==> src/rtl/shift_pkg.sv <==
// Shared constants for the shift arbiter: data width and op encoding.
package shift_pkg;
    localparam int XLEN = 32;

    localparam logic [1:0] OP_SLL  = 2'b00;
    localparam logic [1:0] OP_SRL  = 2'b01;
    localparam logic [1:0] OP_SRA  = 2'b10;
    localparam logic [1:0] OP_PASS = 2'b11;
endpackage

==> src/rtl/shift_core.sv <==
// Combinational 32-bit shifter. The full 32-bit shift amount is honoured:
// any amount >= 32 saturates to all-zero (logical) or all-sign (arithmetic).
module shift_core
    import shift_pkg::*;
(
    input  logic [1:0]      op,
    input  logic [XLEN-1:0] B,
    input  logic [XLEN-1:0] shamt,
    output logic [XLEN-1:0] res
);
    logic       big;
    logic [4:0] sh;

    assign big = |shamt[XLEN-1:5];
    assign sh  = shamt[4:0];

    // select the shift result; saturate when the amount covers the whole word
    always_comb begin
        res = B;
        case (op)
            OP_SLL:  res = big ? '0 : (B << sh);
            OP_SRL:  res = big ? '0 : (B >> sh);
            OP_SRA:  res = big ? {XLEN{B[XLEN-1]}} : XLEN'($signed(B) >>> sh);
            default: res = B;
        endcase
    end
endmodule

==> src/rtl/shift_arbiter.sv <==
// Round-robin arbiter sharing one shift_core among NREQ requesters.
// One-entry registered output slot, drained by resp_valid/resp_ready;
// a new grant may overwrite the slot in the same cycle it drains.
module shift_arbiter
    import shift_pkg::*;
#(
    parameter int NREQ = 2,
    parameter int ID_W = 1
) (
    input  logic                 clk,
    input  logic                 rst,
    input  logic [NREQ-1:0]      req_valid,
    output logic [NREQ-1:0]      req_ready,
    input  logic [2*NREQ-1:0]    req_op,
    input  logic [XLEN*NREQ-1:0] req_B,
    input  logic [XLEN*NREQ-1:0] req_shamt,
    output logic                 resp_valid,
    input  logic                 resp_ready,
    output logic [XLEN-1:0]      resp_res,
    output logic [ID_W-1:0]      resp_id,
    output logic                 busy
);
    logic [ID_W-1:0] ptr;
    logic [ID_W-1:0] gidx;
    logic [NREQ-1:0] gnt;
    logic            can_accept;
    logic [1:0]      sel_op;
    logic [XLEN-1:0] sel_b;
    logic [XLEN-1:0] sel_s;
    logic [XLEN-1:0] core_res;

    assign can_accept = !resp_valid || resp_ready;
    assign req_ready  = gnt;
    assign busy       = resp_valid || (|req_valid);

    // pick the first valid requester at or after ptr; scanning from the far
    // end lets the closest one overwrite, so no "found" flag is needed
    always_comb begin
        int j;
        j    = 0;
        gnt  = '0;
        gidx = '0;
        if (!rst && can_accept) begin
            for (int k = NREQ - 1; k >= 0; k--) begin
                j = int'(ptr) + k;
                if (j >= NREQ) j = j - NREQ;
                if (req_valid[j]) begin
                    gnt    = '0;
                    gnt[j] = 1'b1;
                    gidx   = ID_W'(j);
                end
            end
        end
    end

    // route the granted operand set into the single shared shifter
    always_comb begin
        sel_op = req_op[2*int'(gidx) +: 2];
        sel_b  = req_B[XLEN*int'(gidx) +: XLEN];
        sel_s  = req_shamt[XLEN*int'(gidx) +: XLEN];
    end

    shift_core u_core (
        .op    (sel_op),
        .B     (sel_b),
        .shamt (sel_s),
        .res   (core_res)
    );

    // output slot and round-robin pointer; ptr advances only on a grant
    always_ff @(posedge clk) begin
        if (rst) begin
            resp_valid <= 1'b0;
            resp_res   <= '0;
            resp_id    <= '0;
            ptr        <= '0;
        end else if (|gnt) begin
            resp_valid <= 1'b1;
            resp_res   <= core_res;
            resp_id    <= gidx;
            ptr        <= (int'(gidx) == NREQ - 1) ? '0 : gidx + 1'b1;
        end else if (resp_ready) begin
            resp_valid <= 1'b0;
        end
    end
endmodule

==> config.mk <==
export PLATFORM = sky130hd
export DESIGN_NAME = shift_arbiter
export DESIGN_NICKNAME = d
export VERILOG_FILES = /design/src/rtl/shift_pkg.sv /design/src/rtl/shift_core.sv /design/src/rtl/shift_arbiter.sv
export SDC_FILE = /design/constraint.sdc
export NUM_CORES = 1
export LEC_CHECK = 0
export ABC_AREA = 1
export CAP_MARGIN = 20
export CORE_MARGIN = 4
export CORE_UTILIZATION = 50
export DETAILED_ROUTE_END_ITERATION = 8
export PLACE_DENSITY = 0.91
export SLEW_MARGIN = 20
export SYNTH_ARGS = -nofsm -noshare
export SYNTH_HDL_FRONTEND = slang
export SYNTH_SLANG_ARGS = --single-unit
==> constraint.sdc <==
create_clock -name clk -period 2.96 [get_ports clk]
set_clock_uncertainty 0.15 [all_clocks]
set_input_delay 0.444 -clock clk [delete_from_list [all_inputs] [get_ports clk]]
set_output_delay 0.444 -clock clk [all_outputs]
set_load 0.02 [all_outputs]
==> results of run 1 <==
==> stage by stage <==
| step | hold WS (ps) | setup TNS, ps | setup slack (ps) |
|---|---|---|---|
| after floorplan | 361 | 0 | 617 |
| after global placement | 302 | -5500 | -278 |
| after detailed placement | 307 | -8140 | -360 |
| after CTS | 325 | -22.4 | -14.3 |
==> logic make-up after synthesis <==
logic type	count (synthesis)	synth area share, %
AO/OA/AOI/OAI	187	16.3
multiplexers	1	0.159
AND/OR/NAND/NOR	869	60.0
buffers and inverters	186	12.4
flip-flops	35	11.1
==> metal layers <==
layer	GRT overflow	GRT usage (%)
met1	1	75.7
met2	60	91.1
met3	5	67.3
met4	44	80.5
met5	0	35.3
==> repair_timing <==
action / 4_1_cts
setup endpoints to repair: 10
cloned: 1
resized for setup: 12
==> metrics.csv, run 1 <==
metric;value;unit
Root Driver;clkbuf_16;
Post-Syn Area;6290;um2
quantity of hold-fixing buffers added after cts;0;
TritonCTS buffer count;5;
CTS Buffer Depth;2;
Synth cell types;39;
global placement routability congestion;1.28;
post-synth top area cell;nand2_1;
post-CTS setup buffer count;0;
endpoint with the least setup slack after the last repair;resp_res[6]$_SDFFE_PP0P_/D;
num rows;40;
Final HPWL DP;26700;um
status;stopped before the end;
TritonCTS Sinks;35;
die height;120;um
aggregate global routing overflow;110;
Total GRT Usage;77.8;%
initial core utilization;51.7;%
commonest cells in the netlist;nand2_1, nand3_1, inv_1;
Post-synth ARST share;0;%
post-synthesis register bit count;35;
top post-synthesis cells by area;nand2_1, nand3_1, dfxtp_1, o21ai_0, inv_1;
tool error;[ERROR GRT-0232] Routing congestion too high. Check the congestion heatmap in the GUI.;
placed cell count;1726;
Yosys top cell area share;28.4;%
placed cell area;9510;um2
Seq/Total Area, Yosys;11.1;%
IO buf count;173;
count leader, synth;nand2_1;
Synth warnings;0;
CTS HTree Levels;2;
Post-synth EDFFs;0;
Syn Area/Cell;4.92;um2
cells after synthesis;1278;
Mapped Nets;1415;
die width;120;um
largest net degree at the start of global routing;56;
Worst EP kind;sequential cell input;
I/O Pins;174;
dominant synthesized flop cell;dfxtp_1;
Last stage;5_1_grt;
==> run 2, diff against run 1 <==
Settings changed: CORE_UTILIZATION 50 to 40, PLACE_DENSITY 0.91 to default, PLACE_DENSITY_LB_ADDON from default to 0.15.
==> run 2 against run 1 <==
Effect of this change: the run now ends clean; synthesized cell count unchanged; area after synthesis is the same.
==> metrics.csv, run 2 <==
metric;value;unit;change
status;finished, final reports clean;;
worst r2r dst;resp_res[28]$_SDFFE_PP0P_;;
reg2reg path depth;18;;
CP Cell Sequence;clkdlybuf4s50_1, nor4_1, and2_0, nand3_1, nand2_4, inv_2, nor2_4, buf_4, buf_12, o21ai_1, o21ai_1, nand2_1, a21oi_1, nor2_1;;
initial DRC count;1235;;
Ant. Diodes;0;;
post-synth top area cell;nand2_1;;
fin nets;1750;;
Final WS setup;140;ps;
I/O Pins;174;;unchanged
top post-synthesis cells by area;nand2_1, nand3_1, dfxtp_1, o21ai_0, inv_1;;
fmax;355;MHz;
area occupied by multi-input gates;4980;um2;
WP depth;14;;
TritonCTS Sinks;35;;unchanged
drt pass-1 iters;6;;
final worst path period share;95.3;%;
Die ar.;17800;um2;
register area;701;um2;
Biggest register;resp_res;;
Final min period;2820;ps;
die height;133;um;+11%
max cap viols;0;;
Post-Syn Area;6290;um2;unchanged
commonest cells in the netlist;nand2_1, nand3_1, inv_1;;
WP buf/inv;4;;
vias in the first global route;9765;;
RSZ-0062 raised after global routing;false;;
Crit. Startpoint;req_shamt[46];;
share of layout cells above drive strength 1;18.8;%;
initial core utilization;41.1;%;-11 points
aggregate global routing overflow;0;;
fillers;1499;;
Peak supply drop;0.208;mV;
Max Slew Vio Count;0;;
main combinational cell family by area after synthesis;simple AND/OR/NAND/NOR gates;;
IO buf count;173;;unchanged
critical-path maximum fanout;12;;
Worst EP arrival;2830;ps;
worst r2r src;ptr$_SDFFE_PP0P_;;
Clock transition at path regs;50;ps;
Critical Path End Type;register;;
Total GRT Usage;36.8;%;
Final HPWL DP;27900;um;+4.5%
Post-synth ARST share;0;%;unchanged
dominant synthesized flop cell;dfxtp_1;;
CTS Buffer Depth;2;;unchanged
Critical-path top delay cell;clkdlybuf4s50_1;;
Clock Latency Late Sink;280;ps;
worst relative slew slack;59.6;%;
drt drc;0;;
count leader, synth;nand2_1;;
worst hold slack;312;ps;
Synth Area in Simple Gates;60.0;%;unchanged
setup violators final;0;;
Routed Antenna Nets;0;;
Root Driver;clkbuf_16;;
max reg flops;32;;
crit-path max cell delay;420;ps;
HP Class;register to register;;
mux cell area share after synthesis;0.159;%;unchanged
pre-CTS setup slack;-560;ps;-201 ps
Slew @ Worst Pin;606;ps;
first-pass GRT wire length;51500;um;
Yosys top cell area share;28.4;%;unchanged
Crit path max-delay family;simple AND/OR/NAND/NOR gates;;
Synth warnings;0;;unchanged
crit path to;resp_res[9]$_SDFFE_PP0P_;;
Synth cell types;39;;unchanged
Syn Area/Cell;4.92;um2;unchanged
vias post-DR;10400;;
Compound-Gate Fraction of Synth Area;16.3;%;unchanged
post-synthesis register bit count;35;;unchanged
num rows;45;;+13%
largest net degree at the start of global routing;46;;
Via density;5.69;;
Layout area overhead;64.1;%;
kind of critical path;primary input to register;;
CTS HTree Levels;2;;unchanged
core area;15300;um2;
WL final;34900;um;
global placement routability congestion;1.11;;-13%
TritonCTS buffer count;5;;unchanged
CP startpoint kind;primary input;;
most frequent cells in the layout;nand2_1, nand3_1, buf_4;;
Most common cell on crit path;o21ai_1;;
Avg WL per Cell;19.1;um;
cells after synthesis;1278;;unchanged
Worst EP required;2970;ps;
Cell Pwr Density;322;nW/um2;
die width;133;um;+11%
final core utilization;67.4;%;
Synth Area in XOR/XNOR;0;%;unchanged
commonest non-fill, non-tap cell in the layout;nand2_1;;
Hold Fails Final Rpt;0;;
Mapped Nets;1415;;unchanged
FF-to-FF setup slack;170;ps;
initial antenna violation count;0;;
leak pwr;5.18;nW;
CTS tree;built;;
adder-cell area share of the yosys netlist;0;%;unchanged
Seq/Total Area, Yosys;11.1;%;unchanged
Post-synth EDFFs;0;;unchanged
run 2: per-layer routing:
metal	wire, um	global-route usage, %	share of wire [%]
met1	12400	45.0	36
met2	15500	59.9	44
met3	4370	8.16	13
met4	2560	20.2	7.3
met5	40	1.67	0.11
run 2: tightest hold or removal path: cells and delay by family (launching register included):
family,cells,cell delay (ps)
AND/OR/NAND/NOR,1,60
flip-flops,1,300
AO/OA/AOI/OAI,1,50
run 2: cells by family (layout without fill, tap and decap cells):
kind of cell | Yosys count | in the layout
DFF | 35 | 35
and+or+nand+nor | 869 | 870
muxes | 1 | 1
AOI/OAI and AO/OA | 187 | 187
buffers and inverters | 186 | 520
run 2: how the worst min path moves through the flow:
stage | startpoint | endpoint | slack, ps | depth (start not counted)
after floorplan | ptr$_SDFFE_PP0P_ | ptr$_SDFFE_PP0P_ | 360 | 2
after global placement | resp_res[6]$_SDFFE_PP0P_ | resp_res[6]$_SDFFE_PP0P_ | 300 | 2
after detailed placement | resp_res[0]$_SDFFE_PP0P_ | resp_res[0]$_SDFFE_PP0P_ | 310 | 2
after CTS | resp_res[0]$_SDFFE_PP0P_ | resp_res[0]$_SDFFE_PP0P_ | 310 | 2
after global routing | resp_res[31]$_SDFFE_PP0P_ | resp_res[31]$_SDFFE_PP0P_ | 330 | 2
final | resp_res[0]$_SDFFE_PP0P_ | resp_res[0]$_SDFFE_PP0P_ | 310 | 2
run 2: through the flow:
step | total power, W | cells | setup TNS (ps) | cell area, um2
after CTS | 0.00319 | 1812 | -159 | 10000
final | 0.00333 | 1824 | 0 | 10300
after detailed placement | 0.00265 | 1799 | -11290 | 9790
after floorplan | 0.00161 | 1278 | 0 | 6290
after global routing | 0.00352 | 1824 | 0 | 10300
after global placement | 0.00264 | 1799 | -10410 | 9790
run 2: timing repair:
item | CTS | global route
cloned | 0 | 6
setup buffers | 6 | 6
pin swaps | 2 | 9
resized for setup | 18 | 31
hold buffers | 0 | 0
setup endpoints to repair | 30 | 32
run 2: cell type report:
type	count	share of cell area (%)
clock buffer	6	1.34
clock inverter	1	0.0485
inverter	107	3.93
multi-input combinational	1058	48.2
sequential	35	6.79
tap	211	2.56
timing repair buffer	406	37.1
run 2: power breakdown:
part	leakage [nW]	switching, W	internal, W
combinational	4.82	0.00129	0.000967
clock	0.0727	0.000199	0.000328
sequential	0.288	0.0000251	0.000517
total	5.18	0.00151	0.00181
Note: power is estimated with default switching activity, not from simulation.
